==> config.mk <==
export PLATFORM = sky130hd
export DESIGN_NAME = bcd_dabble_seq
export DESIGN_NICKNAME = d
export VERILOG_FILES = /design/src/rtl/bcd_dabble_seq.sv
export SDC_FILE = /design/constraint.sdc
export NUM_CORES = 1
export LEC_CHECK = 0
export BUFFER_PORTS_ARGS = -buffer_cell sky130_fd_sc_hd__buf_2
export CORE_MARGIN = 3
export CORE_UTILIZATION = 55
export DETAILED_ROUTE_END_ITERATION = 7
export PLACE_DENSITY = 0.74
export SLEW_MARGIN = 30
export SYNTH_ARGS = -nofsm -noshare
export SYNTH_HDL_FRONTEND = slang
export SYNTH_SLANG_ARGS = --single-unit
==> constraint.sdc <==
create_clock -name clk -period 3 [get_ports clk]
set_input_delay 0.15 -clock clk [delete_from_list [all_inputs] [get_ports clk]]
set_output_delay 0.15 -clock clk [all_outputs]
set_load 0.03 [all_outputs]
==> src/rtl/bcd_dabble_seq.sv <==
// Sequential double-dabble binary-to-BCD converter, one input bit per clock.
// Optional macro BCD_AUTO_CONVERT_EN: also start a conversion when bin_in_i changes while idle.
module bcd_dabble_seq #(
  parameter int unsigned BIN_W  = 8,
  parameter int unsigned DIGITS = 3
) (
  input  logic                  clk,
  input  logic                  reset_n,
  input  logic                  start_i,
  input  logic [BIN_W-1:0]      bin_in_i,
  output logic                  busy_o,
  output logic                  done_o,
  output logic                  valid_o,
  output logic [4*DIGITS-1:0]   bcd_out_o
);

  localparam int unsigned BcdW = 4 * DIGITS;
  localparam int unsigned CntW = (BIN_W > 1) ? $clog2(BIN_W) : 1;

  function automatic longint unsigned pow10(input int unsigned n);
    longint unsigned r;
    r = 1;
    for (int unsigned i = 0; i < n; i++) r = r * 10;
    return r;
  endfunction

  localparam longint unsigned MaxBin = (64'(1) << BIN_W) - 1;
  localparam longint unsigned MaxBcd = pow10(DIGITS) - 1;

  // The digit count must cover the full binary range; no runtime overflow path exists.
  if (MaxBin > MaxBcd) begin : g_param_check
    $error("bcd_dabble_seq: DIGITS too small for BIN_W");
  end

  typedef enum logic {StIdle, StShift} state_e;

  state_e            state_q, state_d;
  logic [BIN_W-1:0]  bin_q, bin_d;
  logic [BcdW-1:0]   scratch_q, scratch_d;
  logic [CntW-1:0]   cnt_q, cnt_d;
  logic [BcdW-1:0]   bcd_q, bcd_d;
  logic              done_q, done_d;
  logic              valid_q, valid_d;
  logic [BcdW-1:0]   adj;
  logic [BcdW-1:0]   shifted;
  logic              go;

`ifdef BCD_AUTO_CONVERT_EN
  logic [BIN_W-1:0]  last_bin_q, last_bin_d;
  assign go = start_i || (bin_in_i != last_bin_q);
`else
  assign go = start_i;
`endif

  // Add-3 correction on every digit in parallel, then shift in the next binary MSB.
  always_comb begin
    adj = scratch_q;
    for (int unsigned i = 0; i < DIGITS; i++) begin
      if (scratch_q[4*i +: 4] >= 4'd5) adj[4*i +: 4] = scratch_q[4*i +: 4] + 4'd3;
    end
    shifted = {adj[BcdW-2:0], bin_q[BIN_W-1]};
  end

  always_comb begin
    state_d   = state_q;
    bin_d     = bin_q;
    scratch_d = scratch_q;
    cnt_d     = cnt_q;
    bcd_d     = bcd_q;
    done_d    = 1'b0;
    valid_d   = valid_q;
`ifdef BCD_AUTO_CONVERT_EN
    last_bin_d = last_bin_q;
`endif
    unique case (state_q)
      StIdle: begin
        if (go) begin
          bin_d     = bin_in_i;
          scratch_d = '0;
          cnt_d     = CntW'(BIN_W - 1);
          state_d   = StShift;
`ifdef BCD_AUTO_CONVERT_EN
          last_bin_d = bin_in_i;
`endif
        end
      end
      StShift: begin
        scratch_d = shifted;
        bin_d     = bin_q << 1;
        if (cnt_q == '0) begin
          bcd_d   = shifted;
          done_d  = 1'b1;
          valid_d = 1'b1;
          state_d = StIdle;
        end else begin
          cnt_d = cnt_q - CntW'(1);
        end
      end
      default: state_d = StIdle;
    endcase
  end

  always_ff @(posedge clk or negedge reset_n) begin
    if (!reset_n) begin
      state_q   <= StIdle;
      bin_q     <= '0;
      scratch_q <= '0;
      cnt_q     <= '0;
      bcd_q     <= '0;
      done_q    <= 1'b0;
      valid_q   <= 1'b0;
    end else begin
      state_q   <= state_d;
      bin_q     <= bin_d;
      scratch_q <= scratch_d;
      cnt_q     <= cnt_d;
      bcd_q     <= bcd_d;
      done_q    <= done_d;
      valid_q   <= valid_d;
    end
  end

`ifdef BCD_AUTO_CONVERT_EN
  always_ff @(posedge clk or negedge reset_n) begin
    if (!reset_n) last_bin_q <= '0;
    else          last_bin_q <= last_bin_d;
  end
`endif

  assign busy_o    = (state_q == StShift);
  assign done_o    = done_q;
  assign valid_o   = valid_q;
  assign bcd_out_o = bcd_q;

endmodule
==> out/qor.csv <==
metric,value,unit
CP peak stage delay,0.51,ns
via count,1278,
clk buf depth,2,
Antenna Diode Count,0,
fin. max-slew vios,0,
"Cell Area, Synth",0.00185,mm²
CTS tree,done,
"Slowest-stage cell, CP",nand2_1,
CTS Sinks,38,
Hold Path Depth,3,
"commonest cells after routing, fill and taps aside","38 x dfrtp_1, 25 x buf_2, 19 x nand2_1",
r2r setup slk,1.20,ns
"Max FO, Critical Path",21,
post_cts resized,0,
initial antenna violation count,0,
Cells after Synth,174,
switching power,1.01,mW
total of max-cap violations,0,
starting density of the core,59.2,%
Comb pwr share,48.7,%
Placer Congestion,0.745,
Slew HR,46.4,%
Syn Nets,193,
die height,64.0,µm
Pint,1.38,mW
Yosys reg bits,38,
syn_area_per_cell,10.6,µm²
mux share of post-synthesis cell area,12.8,%
Simple-Gate Fraction of Synth Area,13.3,%
GRT Total Usage,17.7,%
detailed-route DRC error count,0,
Clock Skew,0.00484,ns
Worst-Skew Late Latency,0.34,ns
I/O Buffers,25,
critical path class,flip-flop to flip-flop,
hold slack,0.0570,ns
VDD IR-drop max,0.516,mV
largest family of logic cells by synthesized area,simple AND/OR/NAND/NOR gates,
P_leak,1.06,nW
Filler Cell Count,253,
CTS buffer count,5,
Synth top area share,51.4,%
endpoint class of the critical path,flip-flop,
PD cells,1140,mW/mm²
RSZ-0062 raised after global routing,false,
total wire length,3170,µm
largest net degree at the start of global routing,39,
setup TNS,0,ns
IO Pins,26,
WHS Endpoint,bin_q[0],
Pre-Repair DR Iteration Count,4,
Final Hold Vio Count,0,
crit-path cells,inv_1 > ha_1 > nand2_1 > inv_2 > mux2_4,
final net count,219,
total power draw,2.39,mW
adder-cell share of the synthesized area,5.41,%
fin crit period,1.80,ns
Hold Path Class,primary input to flip-flop,
status,completed,
layout cells sized above 1,20.9,%
pin slew with the least headroom to its limit,0.804,ns
Sw Share,42.3,%
WP data arrival,2.03,ns
Area Overhead vs Synth,12.8,%
post-route antenna net violation count,0,
vias in the first global route,1189,
root buffer cell,clkbuf_4,
DR vias/cell,5.22,
achievable clock frequency,556,MHz
final worst path period share,59.9,%
H-tree levels,2,
top cell type by total area after synthesis,dfrtp_1,
Ys Warns,0,
r2r worst-path depth,5,
drt initial violations,49,
dpl hpwl,2260,µm
average wire per standard cell,12.9,µm
min-delay src,bin_in_i[0],
post-synthesis sequential area ratio,51.4,%
Compound-Gate Fraction of Synth Area,10.9,%
"CTS clk-pin slew, worst paths",0.10,ns
die width,64.0,µm
"top cells by area, synth","dfrtp_1 51%, mux2i_1 9.2%, ha_1 5.4%, nand2b_1 4.4%, o21ai_0 4.3%",
Clk network pwr share,13.5,%
final setup violation count,0,
CP required,3.24,ns
r2r endpoint,bcd_out_o[10],
row cnt,20,
Setup crit start kind,flip-flop,
"most common cell after layout, fill and taps aside",dfrtp_1,
synth unique cells,26,
die area,0.00410,mm²
Synth Area in XOR/XNOR,1.89,%
Flop pwr share,37.8,%
first-pass GRT wire length,5510,µm
core box area,0.00313,mm²
utilization after layout,66.8,%
grt ovf,0,
R2R Path Start,cnt_q[0],
[through the flow]
stage	cell area, µm²	setup WS, ns	std cells
after floorplan	1850	1.56	174
after global placement	2000	1.30	236
after detailed placement	2000	1.22	236
after CTS	2090	1.21	245
after global routing	2090	1.03	245
final	2090	1.20	245
[worst max-delay path, delay by kind of cell (launching register included)]
| family | cells | cell delay (ns) |
|---|---|---|
| fa+ha+maj | 1 | 0.22 |
| buf+inv | 2 | 0.23 |
| flops | 1 | 0.41 |
| mux | 1 | 0.32 |
| simple gates | 1 | 0.51 |
[state kept, by name, summed over array words and instances, names as in the netlist]
register and flops:
bin_q 8, busy_o 1, valid_o 1, done_o 1, cnt_q 3, bcd_out_o 12
scratch_q 12
[layer usage]
layer	GRT usage [%]	vias to the layer above	part of all wire [%]	wire length [µm]
li1	-	637	-	-
met1	23.0	614	45	1420
met2	27.1	23	49	1540
met3	6.50	4	5.3	168
met4	6.47	0	1.3	41
met5	0	-	0	0
[repair_timing]
item                      4_1_cts  5_1_grt
hold buffers                    1        0
hold endpoints to repair       38        0
buffers inserted                0        0
[power groups by stage]
stage	Clock, mW	Combinational, mW	Sequential [mW]
floorplan	0	0.748	1.06
global placement	0	1.12	0.898
detailed placement	0	1.17	0.914
CTS	0.339	1.18	0.902
global route	0.366	1.31	0.930
finish	0.322	1.16	0.902
[synthesized netlist by cell type]
cell type,count
ha_1,8
mux2i_1,17
a21o_1,2
buf_2,7
clkbuf_1,1
o21ai_1,3
o221ai_1,1
nand2b_1,13
inv_2,1
o2bb2ai_1,1
mux2_4,3
nor3b_1,5
xnor2_1,4
nor3_1,3
and2_1,1
o31ai_1,1
mux2_1,2
o21ai_0,16
nand2_1,19
nand3b_1,1
nor2_1,5
dfrtp_1,38
inv_1,10
nor2b_2,1
a21oi_2,3
a21oi_1,8
[cell families (layout without fill, tap and decap cells)]
logic type | after synthesis | after routing
flops | 38 | 38
compound gates | 35 | 35
mux | 22 | 22
simple gates | 48 | 48
xor+xnor | 4 | 4
buf+inv | 19 | 46
fa+ha+maj | 8 | 8
[final cells by class]
cell class | count | area [µm²] | area share, %
sequential | 38 | 951 | 45.5
timing repair buffer | 27 | 143 | 6.83
clock buffer | 8 | 78.8 | 3.77
tap | 44 | 55.1 | 2.63
inverter | 11 | 41.3 | 1.98
multi-input combinational | 117 | 821 | 39.3
[worst max-delay path by stage]
stage / from / end / slack (ns) / cells after the start
finish: cnt_q[0] / bcd_out_o[10] / 1.20 / 5
global route: cnt_q[0] / bcd_out_o[10] / 1.03 / 5
CTS: cnt_q[0] / bcd_out_o[10] / 1.21 / 5
detailed placement: cnt_q[0] / bcd_out_o[10] / 1.22 / 5
global placement: cnt_q[0] / bcd_out_o[10] / 1.30 / 5
floorplan: scratch_q[4] / bcd_out_o[6] / 1.56 / 6
(Power assumes the default switching activity.)
